==> config.mk <==
export PLATFORM = sky130hd
export DESIGN_NAME = genie_credit_tx
export DESIGN_NICKNAME = d
export VERILOG_FILES = /design/src/rtl/genie_credit_tx.sv
export SDC_FILE = /design/constraint.sdc
export NUM_CORES = 1
export LEC_CHECK = 0
export ABC_AREA = 1
export CORE_AREA = 3 3 40 42
export DETAILED_ROUTE_END_ITERATION = 10
export DIE_AREA = 0 0 43 45
export DONT_BUFFER_PORTS = 1
export PLACE_DENSITY_LB_ADDON = 0.1
export SLEW_MARGIN = 20
export SYNTH_ARGS = -nofsm -noshare
export SYNTH_HDL_FRONTEND = slang
export SYNTH_SLANG_ARGS = --single-unit
==> constraint.sdc <==
create_clock -name i_clk -period 1.55 [get_ports i_clk]
set_input_delay 0.31 -clock i_clk [delete_from_list [all_inputs] [get_ports i_clk]]
set_output_delay 0.31 -clock i_clk [all_outputs]
set_load 0.005 [all_outputs]
==> src/rtl/genie_credit_tx.sv <==
// Credit-based link transmitter: forwards upstream beats onto a ready-less link while it holds far-end credit.
// Define GENIE_CREDIT_TX_CHECK_EN to build the sticky credit-overflow checker driving o_err.
module genie_credit_tx #(
  parameter int WIDTH   = 1,
  parameter int CREDITS = 4,
  localparam int CNTW   = $clog2(CREDITS + 1)
) (
  input  logic             i_clk,
  input  logic             i_reset,
  input  logic [WIDTH-1:0] i_data,
  input  logic             i_valid,
  output logic             o_ready,
  output logic [WIDTH-1:0] o_data,
  output logic             o_valid,
  input  logic             i_credit,
  output logic [CNTW-1:0]  o_credits,
  output logic             o_err
);

  localparam logic [CNTW-1:0] FULL = CNTW'(CREDITS);
  localparam logic [CNTW-1:0] ONE  = CNTW'(1);

  logic [CNTW-1:0] count;
  logic            send;

  // Ready depends only on the registered count, so upstream sees no path from the link side
  assign o_ready   = (count != '0);
  assign send      = i_valid && o_ready;
  assign o_credits = count;

  always_ff @(posedge i_clk or posedge i_reset) begin
    if (i_reset) begin
      count <= FULL;
    end else begin
      case ({send, i_credit})
        2'b10:   count <= count - ONE;
        2'b01:   count <= (count == FULL) ? FULL : count + ONE;
        default: count <= count;
      endcase
    end
  end

  // Link payload keeps its last value between beats; only o_valid marks a new one
  always_ff @(posedge i_clk or posedge i_reset) begin
    if (i_reset) begin
      o_valid <= 1'b0;
      o_data  <= '0;
    end else begin
      o_valid <= send;
      if (send) begin
        o_data <= i_data;
      end
    end
  end

`ifdef GENIE_CREDIT_TX_CHECK_EN
  logic overflow;

  // A credit arriving while already full means the far end returned more than it was given
  assign overflow = i_credit && !send && (count == FULL);

  always_ff @(posedge i_clk or posedge i_reset) begin
    if (i_reset) begin
      o_err <= 1'b0;
    end else if (overflow) begin
      o_err <= 1'b1;
    end
  end
`else
  assign o_err = 1'b0;
`endif

endmodule

After elaboration in Yosys (flattened, before gate mapping)
Index checks and enable logic that the tools add are counted.
Cells by class
  reduce and logical (&&, ||, !) cells: 3
  eq/ne operators: 3
  mux-type cells: 2
  add/sub/neg operators: 2
Operators with widths (count)
  3-bit case mux with 2 select lines: 1
  3-bit by 1-bit adder with 3-bit output, second input constant: 1
  3-bit equality test, second input constant: 1
  3-bit two-way mux: 1
  3-bit nonzero test: 1
  3-bit by 1-bit subtractor with 3-bit output, second input constant: 1
  2-bit by 1-bit equality test with 1-bit output, second input constant: 1
  2-bit equality test, second input constant: 1
  2-bit nonzero test: 1
  1-bit logical AND: 1
Storage, ports and cells
  output and inout bits: 7
  input bits: 5
  logic and storage cells: 13
  register bits: 5

Depth between registers and ports, before layout
  word-level depth: 4
  mapped depth: 10
  mapped depth without buffers: 10

Least setup slack after synthesis
OpenSTA, ideal clock, no wires.
  path kind: flip-flop to flip-flop
  start: register count[0], in the netlist o_credits[0]
  end: register count[2], in the netlist o_credits[2]
  path buffers: 0
  path slack: 0.054 ns
  period minus slack after synthesis: 1.496 ns
  setup time: 0.084 ns
  arrival: 1.412 ns
  cell stages (with the launch flop): 10
  cells stage by stage: dfrtp_1 -> inv_1 -> ha_1 -> nand2_4 -> nand2_4 -> ha_1 -> inv_1 -> o21ai_0 -> nand2_1 -> nand3_1
On the way
  word-level cells in the longest chain between the ends: 4
  elaborated cells between the ends (all ways): 10
  classes of those cells: add/sub (2); eq/ne (3); mux (2); reduce/logical (3)
RTL lines
  start: declaration: RTL line 23  | logic [CNTW-1:0] count;
  start signal: assignment: RTL line 36  | 2'b10: count <= count - ONE;
  start signal: assignment: RTL line 37  | 2'b01: count <= (count == FULL) ? FULL : count + ONE;
  start signal: assignment: RTL line 38  | default: count <= count;
  3-bit nonzero test (*): RTL line 27  | assign o_ready = (count != '0);
  net o_ready: RTL line 12  | output logic o_ready,
  1-bit logical AND (*): RTL line 28  | assign send = i_valid && o_ready;
  2-bit by 1-bit equality test with 1-bit output or 2-bit equality test (tied branches): RTL line 35  | case ({send, i_credit})
  3-bit case mux with 2 select lines or 2-bit nonzero test (tied branches)
The timed path passes the listed nets; every way through them passes the cells marked *.
A chain may end at the register's enable or synchronous reset.

Worst setup path after layout
  start: register count[1], in the netlist o_credits[1]
  end: register count[2], in the netlist o_credits[2]
On the way
  word-level cells in the longest chain between the ends: 4
  elaborated cells between the ends (all ways): 10
  classes of those cells: add/sub (2); eq/ne (3); mux (2); reduce/logical (3)
RTL lines
  parallel branches: the longest is 4 deep, another holds 3-bit by 1-bit adder with 3-bit output
Several ways; the timed one is not identified.

==> flow_metrics.py <==
metrics = {
    "critical_path": {
        "max_stage_delay_ps": 370,
        "start_kind": "flop",
        "crit_required_ps": 1700,
        "crit_type": "reg2reg",
        "critPathTopFamily": "adder cells",
        "crit_chain": "inv_1, ha_4, nand2_4, nand2_4, ha_2, inv_2, o21ai_0, nand2_1, nand3_1",
        "slowest_stage": "dfrtp_1",
        "critPathCaptureType": "flop",
        "critPathBufInv": 2,
        "cp_max_fo": 4,
        "arrival_ps": 1640,
        "cp_common_cell": "nand2_4",
    },
    "timing": {
        "hold_viol": 0,
        "fmax_mhz": 673,
        "setup_tns_ps": 0,
        "finClkSkew_ps": 0.267,
        "post-route-period-util_pct": 95.9,
        "period_needed_ps": 1490,
        "setup_viol": 0,
        "slew_viol_final": 0,
    },
    "detailed_routing": {
        "wl_um": 710,
        "drt_iter0_drc": 6,
        "via_per_inst": 4.21,
        "drcViolationCount": 0,
        "dr.pass1.iters": 4,
        "wl_per_cell_um": 10.4,
        "ant_nets": 0,
        "vias": 286,
    },
    "cts": {
        "cts_sinks": 5,
        "insertion_delay_ps": 240,
        "numCtsBuffers": 3,
        "htree_levels": 1,
        "post-cts-setup-buffers": 0,
        "clk_pin_slew_ps": 40,
        "cts_max_path_buffers": 2,
        "cts_tree": "done",
        "ctsRootBufferMaster": "clkbuf_4",
    },
    "yosys": {
        "yosys.area.top_type": "dfrtp_1",
        "ys_ff_latch": 5,
        "avgSynthCellArea_um2": 7.68,
        "synth_area_leaders": "dfrtp_1 30%, ha_1 15%, nand2_1 12%, inv_1 8.9%, dfstp_2 7.8%",
        "synth_area_um2": 338,
        "yosys_warnings": 0,
        "synth-seq-area-share_pct": 37.4,
        "synth_cell_types": 15,
        "synth_top_area_share_pct": 29.6,
        "synth_nets": 53,
        "synthCells": 44,
    },
    "place": {
        "finalWeightedCongestion": 0.759,
        "dp.cells": 63,
        "port_buffers": 0,
        "dp_hpwl_um": 580,
    },
    "finish": {
        "stdcell_count": 68,
        "final_common_cell": "nand2_1",
        "nets": 63,
        "final_cell_mix": "11 x nand2_1, 6 x inv_1, 5 x buf_4",
        "syn_to_final_growth_pct": 29.6,
        "drive_above_1_share_pct": 32.1,
        "num_antenna_cells": 0,
    },
    "die": {
        "ioPinCount": 12,
        "rows": 13,
        "die_area_um2": 1940,
        "dieHeight_um": 45,
        "coreArea_um2": 1280,
        "initial_core_util_pct": 26.3,
        "die_w_um": 43,
    },
    "global_route": {
        "grt_max_degree": 8,
        "grt_pass1_vias": 248,
        "grt_pass1_wl_um": 972,
        "antenna_found_initial": 0,
        "grt_use_total_pct": 7.62,
        "grt-ovfl-total": 0,
    },
    "power": {
        "power_density_nw_per_um2": 2100,
        "leakage_nw": 0.239,
        "ir_worst_vdd_uv": 614,
    },
    "min_path": {
        "hold_class": "in2reg",
    },
    "status": {
        "outcome": "completed",
    },
    "flow_run": {
        "maxCapViolations": 0,
    },
}
-- flip-flops by register name, summed over array words and instances (netlist names) --
name,cells
o_credits,3
o_data,1
o_valid,1
-- through the flow --
stage / cell area [um^2] / total power [mW] / util [%] / hold slack (ps) / setup slack, ps
after floorplan: 338 / 0.540 / - / 87.8 / 54.0
after global placement: 387 / 0.702 / 30.1 / 104 / 16.4
after detailed placement: 387 / 0.712 / 30.1 / 107 / -24.5
after CTS: 423 / 0.872 / 32.9 / 175 / 5.63
after global routing: 438 / 0.999 / 34.1 / 180 / -13.7
final: 438 / 0.918 / 34.1 / 183 / 63.3
-- worst paths after layout --
check                        startpoint           end  slack, ps  cells past startpoint
max                        o_credits[1]  o_credits[2]         60                      9
min                              i_data        o_data        180                      2
max reg2reg                o_credits[1]  o_credits[2]         60                      9
min reg2reg                      o_data        o_data        510                      2
max in group asynchronous       i_reset  o_credits[2]        910                      2
min in group asynchronous       i_reset  o_credits[0]        400                      2
-- metal layers --
| metal | global-route usage [%] | routed length [um] |
|---|---|---|
| met4 | 10.8 | 17 |
| met3 | 1.99 | 40 |
| met2 | 11.1 | 366 |
| met1 | 7.58 | 286 |
| met5 | 0 | 0 |
-- Yosys cell counts --
cell / instances
a21oi_1: 1
buf_4: 1
clkinv_2: 1
conb_1: 1
dfrtp_1: 4
dfstp_2: 1
ha_1: 4
inv_1: 8
inv_2: 1
nand2_1: 11
nand2_4: 2
nand3_1: 4
nor2_1: 2
o21ai_0: 2
o21ai_1: 1
-- logic make-up after synthesis --
kind of cell | after synthesis | share of synthesized area, %
and+or+nand+nor | 19 | 27.0
buffers and inverters | 11 | 13.7
DFF | 5 | 37.4
AOI/OAI and AO/OA | 4 | 5.92
adders and majority gates | 4 | 14.8
other | 1 | 1.11
-- report_power, final --
part | internal [mW] | switching, mW | total, mW
Sequential | 0.201 | 0.0373 | 0.238
Clock | 0.0970 | 0.0491 | 0.146
Combinational | 0.246 | 0.288 | 0.534
-- layout make-up --
| type | instances | area (um^2) |
|---|---|---|
| Tap cell | 15 | 18.8 |
| Fill cell | 146 | 847 |
| Sequential cell | 5 | 126 |
| Multi-Input combinational cell | 28 | 180 |
| Timing Repair Buffer | 6 | 47.5 |
| Inverter | 10 | 38.8 |
| Clock buffer | 4 | 26.3 |
-- timing repair --
action / 4_1_cts / 5_1_grt
hold buffers: 1 / 0
gates resized for setup: 1 / 4
gates cloned: 0 / 0
hold endpoints to repair: 4 / 0
endpoints found under the setup margin: 1 / 3
Power figures use the tool's default switching activity.
